--- src/rtl/fetch_sequencer.sv ---
// Instruction fetch front end: owns the core PC, drives program memory and
// hands a registered instruction stream to decode over a valid/ready handshake.
module fetch_sequencer #(
    parameter logic [31:0] RESET_PC  = 32'h0000_0000,
    parameter int unsigned MEM_WORDS = 64,
    parameter logic [31:0] HALT_INST = 32'hFFFF_FFFF,
    parameter int unsigned CNT_W     = 16
) (
    input  logic             clk,
    input  logic             rst,
    output logic [31:0]      pc_o,
    input  logic [31:0]      inst_i,
    output logic [31:0]      ir_o,
    output logic [31:0]      ir_pc_o,
    output logic             ir_valid_o,
    input  logic             ir_ready_i,
    input  logic             br_taken_i,
    input  logic [31:0]      br_target_i,
    output logic             halted_o,
    output logic             err_o,
    output logic [CNT_W-1:0] fetch_cnt_o
);

    localparam logic [1:0] S_BOOT = 2'd0;
    localparam logic [1:0] S_RUN  = 2'd1;
    localparam logic [1:0] S_HALT = 2'd2;
    localparam logic [1:0] S_ERR  = 2'd3;

    // 33 bits so MEM_WORDS*4 cannot overflow for any 32-bit PC comparison
    localparam logic [32:0] MEM_BYTES = 33'(MEM_WORDS) * 33'd4;
    localparam logic [CNT_W-1:0] CNT_ONE = {{(CNT_W-1){1'b0}}, 1'b1};

    logic [1:0]       state_q, state_d;
    logic [31:0]      pc_q, pc_d;
    logic [31:0]      ir_q, ir_d;
    logic [31:0]      ir_pc_q, ir_pc_d;
    logic             vld_q, vld_d;
    logic [CNT_W-1:0] cnt_q, cnt_d;
    logic             accept;
    logic             load;

    function automatic logic addr_bad(input logic [31:0] a);
        return (a[1:0] != 2'b00) || ({1'b0, a} >= MEM_BYTES);
    endfunction

    assign accept = vld_q & ir_ready_i;
    assign load   = (state_q == S_RUN) & (~vld_q | ir_ready_i);

    always_comb begin
        state_d = state_q;
        pc_d    = pc_q;
        ir_d    = ir_q;
        ir_pc_d = ir_pc_q;
        vld_d   = vld_q;
        cnt_d   = (accept && (cnt_q != '1)) ? cnt_q + CNT_ONE : cnt_q;
        case (state_q)
            S_BOOT: state_d = S_RUN;
            S_RUN: begin
                // Redirect wins over both a fresh load and a stall, flushing the IR
                if (br_taken_i) begin
                    pc_d  = br_target_i;
                    vld_d = 1'b0;
                    if (addr_bad(br_target_i)) state_d = S_ERR;
                end else if (load) begin
                    if (addr_bad(pc_q)) begin
                        state_d = S_ERR;
                        vld_d   = 1'b0;
                    end else begin
                        ir_d    = inst_i;
                        ir_pc_d = pc_q;
                        vld_d   = 1'b1;
                        if (inst_i == HALT_INST) state_d = S_HALT;
                        else                     pc_d    = pc_q + 32'd4;
                    end
                end
            end
            S_HALT: if (accept) vld_d = 1'b0;
            default: ;
        endcase
    end

    always_ff @(posedge clk or negedge rst) begin
        if (!rst) begin
            state_q <= S_BOOT;
            pc_q    <= RESET_PC;
            ir_q    <= '0;
            ir_pc_q <= '0;
            vld_q   <= 1'b0;
            cnt_q   <= '0;
        end else begin
            state_q <= state_d;
            pc_q    <= pc_d;
            ir_q    <= ir_d;
            ir_pc_q <= ir_pc_d;
            vld_q   <= vld_d;
            cnt_q   <= cnt_d;
        end
    end

    assign pc_o        = pc_q;
    assign ir_o        = ir_q;
    assign ir_pc_o     = ir_pc_q;
    assign ir_valid_o  = vld_q;
    assign halted_o    = (state_q == S_HALT);
    assign err_o       = (state_q == S_ERR);
    assign fetch_cnt_o = cnt_q;

endmodule

--- config.mk ---
export PLATFORM = sky130hd
export DESIGN_NAME = fetch_sequencer
export DESIGN_NICKNAME = d
export VERILOG_FILES = /design/src/rtl/fetch_sequencer.sv
export SDC_FILE = /design/constraint.sdc
export NUM_CORES = 1
export LEC_CHECK = 0
export ABC_AREA = 1
export CORE_ASPECT_RATIO = 1.2
export CORE_MARGIN = 5
export CORE_UTILIZATION = 53
export CTS_BUF_LIST = sky130_fd_sc_hd__clkbuf_8
export DETAILED_ROUTE_END_ITERATION = 7
export PLACE_DENSITY = 0.93
export SYNTH_ARGS = -nofsm -noshare
export SYNTH_HDL_FRONTEND = slang
export SYNTH_SLANG_ARGS = --single-unit
--- constraint.sdc ---
create_clock -name clk -period 2.6 [get_ports clk]
set_input_delay 0.52 -clock clk [delete_from_list [all_inputs] [get_ports clk]]
set_output_delay 0.52 -clock clk [all_outputs]
set_load 0.005 [all_outputs]
==> metrics, run 1 <==
outcome=completed; crit path time final=about 2.1 ns; Post-Syn Instances=911; Leakage=4.199 nW; met1 wire length=around 7000 um; Worst VDD drop=0.3427 mV; antenna violations before repair=0; Detail Placement HPWL=14110 um; DRT Pass-1 Iters=7; net load switching power=between 0.8 and 0.9 mW; CP Max Fanout=21; Least-Margin Pin Slew=0.6652 ns; crit path DAT=between 2 and 3 ns; Top Metal Used=met4; global-route wire length before repair=30900 um; YS warnings=0; setup bufs post-CTS=0; CTS root buffer=clkbuf_8; Cell Int Power=just under 3 mW; dpl cells=1238; Site Rows=43; sequential share of power=about 46%; Hold Buf Count CTS=0; Syn Nets=slightly below 1000; I/O Buffers=182; vias in the first global route=6513; worst path required time=2.97 ns; nets=1171; Post-CTS Resized=0; pin count of the biggest net entering global routing=50; critical path capture point type=flip-flop; CP Launch Type=flip-flop; critical path class=flip-flop to flip-flop; Fin. Hold Viols=0; vias=around 6600; Slowest-stage cell, CP=dfrtp_1; clk buf depth=2; CP top delay family=simple AND/OR/NAND/NOR gates; cell repeated most along the worst path=nand2_1; HP Class=primary input to async pin; number of buffers created by CTS=17; Core Box Area=between 0.01 and 0.015 mm^2; Seq/Total Area, Yosys=between 40% and 50%; H-tree depth=4; Peak Freq=approximately 0.47 GHz; ant diodes=0; WL final=18900 um; combinational power share=5.7%; gr usage total=28.16%; drt initial violations=roughly 470; placed cell areas=roughly 0.008 mm^2; RSZ-0062 raised after global routing=false; clock power share=between 40 and 50%; worst path cell trace=inv_1, ha_1, nand2_1, nor2_1, nand2_1, nand3_1, nor2_4, nand3_4, inv_2, buf_12, nand2_1, nand2_1; post-route cell area=roughly 0.0087 mm^2; switching share of power=between 20% and 30%; WL/cell=about 15 um; Die H=128.5 um; period utilization=82.60%; clock-pin slew on the worst setup and hold paths=approximately 0.08 ns; register bit total from synthesis=115; max-slew violation count=0; Clock Skews=~0.015 ns; Mapped Area=just over 0.006 mm^2; Worst slew margin=about 56%; WL met2=between 9000 and 10000 um; I/O Pins=about 180; antenna viol nets, final=0; setup_tns=0 ns; total die area=between 0.01 and 0.015 mm^2; DRC=0; die width=between 100 and 150 um; Initial Util=between 50% and 60%; GP Congestion=approximately 0.95; slowest stage delay, CP=0.45 ns; synth-to-layout area growth=39.76%; routed length on met3=1468 um; CTS tree=done; # setup viols final=0; via density per instance=around 5.2; layout cell share with drive strength beyond 1=between 5 and 6%; Worst Path Buf+Inv=3; total grt overflow=0; Finished Layout Cells=between 1000 and 1500; Yosys cell types=31; CTS sink cnt=approximately 120; syn_area_per_cell=between 6 and 7 um^2; max cap viols=0; Pwr Density=around 440 mW/mm^2; Clk Latency, worst-skew pair=between 0.4 and 0.5 ns
==> synthesized netlist by cell type, drive strengths merged <==
library cell  number  area, um^2
a21oi              3       18.77
a31oi              2       12.51
and2               1       6.260
buf               10       66.31
clkbuf            16       60.06
clkinv             1       3.750
dfrtp            115        2878
ha                 3       37.54
inv               78       292.8
nand2            417        1565
nand3             76       397.9
nand3b             1       7.510
nand4              5       31.28
nor2             134       513.0
nor3               8       40.04
nor4               1       6.260
o21ai             18       90.09
o21bai             1       7.510
o31ai              2       15.01
or2                4       25.03
xnor2              3       26.28
xor2              12       105.1
==> cells in the final DEF (no fill, tap or decap), types with 4 or more instances in the layout <==
master and n:
nand4_1 5, nand2_1 417, nor3_1 8, buf_4 12, xor2_1 12, dfrtp_1 115
clkbuf_8 17, inv_1 74, nor2_1 132, bufinv_16 4, clkinv_4 4, clkdlybuf4s50_1 181
o21ai_0 18, inv_2 4, nand3_1 74
==> kinds of logic (layout without fill, tap and decap cells) <==
kind of cell	count (synthesis)	after routing	synth area share, %
simple gates	647	647	41.77
xor+xnor	15	15	2.117
fa+ha+maj	3	3	0.6049
buf+inv	105	306	6.814
flops	115	115	46.37
compound gates	26	26	2.319
==> power groups by stage <==
stage	sequential (mW)	clock, mW	combinational [mW]
global placement	1.82	0	0.216
floorplan	1.82	0	0.0477
detailed placement	1.82	0	0.219
CTS	1.79	1.86	0.220
finish	1.79	1.85	0.220
global route	1.79	1.94	0.242
==> path summary, 6_finish.rpt <==
| check | start | slack [ns] | depth (start not counted) | end |
|---|---|---|---|---|
| min in group clk | ir_pc_o[4] | 0.49 | 2 | ir_pc_o[4] |
| worst min-delay path | rst | 0.11 | 1 | ir_pc_o[23] |
| worst min register to register | ir_pc_o[4] | 0.49 | 2 | ir_pc_o[4] |
| worst max-delay path | pc_o[2] | 0.45 | 12 | ir_o[28] |
| worst max register to register | pc_o[2] | 0.45 | 12 | ir_o[28] |
| max in group asynchronous | rst | 1.72 | 2 | pc_o[29] |
==> metal layers <==
| layer | up-vias | GRT usage (%) |
|---|---|---|
| li1 | 3181 | - |
| met5 | - | 0 |
| met2 | 285 | 48.67 |
| met4 | 0 | 14.41 |
| met3 | 58 | 5.971 |
| met1 | 3046 | 32.81 |
==> final cells by class <==
cell class	count	area, um^2
Fill cell	837	2840
Timing Repair Buffer	196	1962
Sequential cell	115	2878
Tap cell	157	196.4
Clock buffer	17	234.0
Multi-Input combinational cell	691	2905
Inverter	79	296.5
Clock inverter	14	201.4
==> flip-flops by register name, indices dropped and copies added, names as in the netlist <==
| name | count |
|---|---|
| pc_o | 32 |
| ir_pc_o | 32 |
| ir_o | 32 |
| state_q | 2 |
| fetch_cnt_o | 16 |
| ir_valid_o | 1 |
==> stage by stage <==
step,hold slack [ns],util (%),setup WS [ns],total power [mW]
2_1_floorplan,0.2244,-,0.9195,1.871
3_3_place_gp,0.4616,71.55,0.4432,2.038
3_5_place_dp,0.4656,71.55,0.3969,2.041
4_1_cts,0.1175,75.33,0.4573,3.873
5_1_grt,0.1437,75.33,0.3266,3.971
6_report,0.1134,75.33,0.4523,3.853
==> worst register-to-register path, stage by stage (launching register included) <==
cell	delay, ns
dfrtp_1	0.45
inv_1	0.14
ha_1	0.22
nand2_1	0.08
nor2_1	0.06
nand2_1	0.07
nand3_1	0.11
nor2_4	0.18
nand3_4	0.09
inv_2	0.32
buf_12	0.22
nand2_1	0.07
nand2_1	0.08
Note: power is estimated with default switching activity, not from simulation.
==> inputs of run 2 (changes only) <==
--- a/config.mk
+++ b/config.mk
@@ -8,10 +8,10 @@
 export ABC_AREA = 1
 export CORE_ASPECT_RATIO = 1.2
 export CORE_MARGIN = 5
-export CORE_UTILIZATION = 53
+export CORE_UTILIZATION = 49
 export CTS_BUF_LIST = sky130_fd_sc_hd__clkbuf_8
 export DETAILED_ROUTE_END_ITERATION = 7
-export PLACE_DENSITY = 0.93
+export PLACE_DENSITY = 0.87
 export SYNTH_ARGS = -nofsm -noshare
 export SYNTH_HDL_FRONTEND = slang
 export SYNTH_SLANG_ARGS = --single-unit
==> constraint.sdc (replaced) <==
create_clock -name clk -period 1.99 [get_ports clk]
set_input_delay 0.398 -clock clk [delete_from_list [all_inputs] [get_ports clk]]
set_output_delay 0.398 -clock clk [all_outputs]
set_load 0.005 [all_outputs]
==> run 2 against run 1 <==
Against the previous run:
- non-clock buffer count increased by 35
- critical path type is now flip-flop to primary output
- routed wire length increased by 0.41%
- clock skew decreased by 0.0030 ns
- critical endpoint is now err_o
==> metrics, run 2 (synthesis gave the netlist of run 1 again) <==
Least-Margin Pin Slew=around 0.46 ns; crit path time final=1.908 ns; WL/cell=between 10 and 15 um; DRC=0; # setup viols final=0; period utilization=95.89%; die width=around 110 um; Clk Latency, worst-skew pair=between 0.4 and 0.5 ns; post-route cell area=0.009021 mm^2; global-route wire length before repair=31230 um; clock-pin slew on the worst setup and hold paths=approximately 0.080 ns; Die H=roughly 130 um; vias in the first global route=~6500; I/O Pins=183; CTS tree=done; GP Congestion=approximately 1; WL final=approximately 19000 um; via density per instance=4.985; number of buffers created by CTS=17; layout cell share with drive strength beyond 1=approximately 8.6%; R2R cell count=12; gr usage total=around 26%; Setup crit end=err_o; CTS sink cnt=between 100 and 150; critical path class=flip-flop to primary output; Initial Util=between 40% and 50%; antenna viol nets, final=0; DRT Pass-1 Iters=5; clk buf depth=2; max-slew violation count=0; HP Class=primary input to async pin; I/O Buffers=approximately 180; crit path launch=state_q[0]; Leakage=about 4.4 nW; vias=approximately 6500; commonest cells after routing, fill and taps aside=416 x nand2_1, 180 x clkdlybuf4s50_1, 132 x nor2_1; Fin. Hold Viols=0; antenna violations before repair=0; CP Launch Type=flip-flop; ant diodes=0; R2R Path End=ir_o[4]; crit path DAT=about 1.5 ns; Reg-to-Reg Start=pc_o[2]; drt initial violations=around 420; CTS root buffer=clkbuf_8; total grt overflow=0; commonest non-fill, non-tap cell in the layout=nand2_1; total die area=between 0.015 and 0.02 mm^2; CP Max Fanout=6; Clock Skews=about 0.012 ns; dpl cells=~1300; outcome=completed; R2R setup slack=between 0.1 and 0.15 ns; Worst slew margin=68.83%; Core Box Area=roughly 0.013 mm^2; Detail Placement HPWL=~14000 um; H-tree depth=4; worst path required time=~1.6 ns; Peak Freq=about 0.52 GHz; nets=1206; max cap viols=0; Worst VDD drop=0.3813 mV; critical path capture point type=primary output; Finished Layout Cells=~1300; placed cell areas=0.008482 mm^2; synth-to-layout area growth=45.36%; Site Rows=45; Pwr Density=569.6 mW/mm^2; pin count of the biggest net entering global routing=47; total power=5.138 mW
==> run 2: what timing repair did <==
| item | in CTS | in global routing |
|---|---|---|
| gates resized for setup | 1 | 7 |
| pin swaps | 0 | 0 |
| setup buffers | 0 | 6 |
| hold endpoints to repair | 23 | 0 |
| setup endpoints to repair | 1 | 64 |
| hold buffers | 1 | 0 |
==> run 2: area by class of cell <==
| class | count | area (um^2) |
|---|---|---|
| multi-input cells | 691 | 2925 |
| well taps | 164 | 205.2 |
| clock buffers | 19 | 261.5 |
| flip-flops and latches | 115 | 2880 |
| inverters | 79 | 300.3 |
| clock inverters | 13 | 193.9 |
| fillers | 957 | 3535 |
| repair buffers | 231 | 2255 |
==> run 2: power by group <==
group / switching (mW) / internal (mW)
clock network: 1.05 / 1.45
logic: 0.139 / 0.161
registers: 0 / 2.34
==> run 2: critical path, cell delays in order, from the launching register on <==
cell	delay (ns)
dfrtp_2	0.42
nand2_1	0.07
inv_1	0.06
clkdlybuf4s50_1	0.53
==> run 2: worst min path at each step <==
stage / startpoint / end / slack (ns)
after floorplan: rst / fetch_cnt_o[0] / 0.10
after global placement: rst / ir_pc_o[0] / 0.33
after detailed placement: rst / ir_pc_o[0] / 0.34
after CTS: rst / ir_pc_o[0] / 0.40
after global routing: rst / ir_pc_o[11] / 0.43
final: rst / ir_pc_o[11] / 0.42
==> run 2: per-stage QoR <==
stage	worst slack, ns	TNS, ns	util [%]	hold WS, ns
2_1_floorplan	0.3095	0	-	0.1024
3_3_place_gp	-0.1278	-3.598	67.55	0.3349
3_5_place_dp	-0.1892	-5.030	67.55	0.3380
4_1_cts	0.03676	0	71.30	0.3956
5_1_grt	-0.07713	-0.9299	71.85	0.4302
6_report	0.08176	0	71.85	0.4201
==> run 2: metal layers <==
layer / vias to the layer above / global-route usage (%) / part of all wire (%) / routed length (um)
li1: 3253 / - / - / -
met1: 2957 / 29.30 / 38 / 7143
met2: 277 / 44.47 / 50 / 9563
met3: 53 / 8.133 / 7.9 / 1500
met4: 0 / 11.56 / 4.1 / 772
met5: - / 0 / 0 / 0
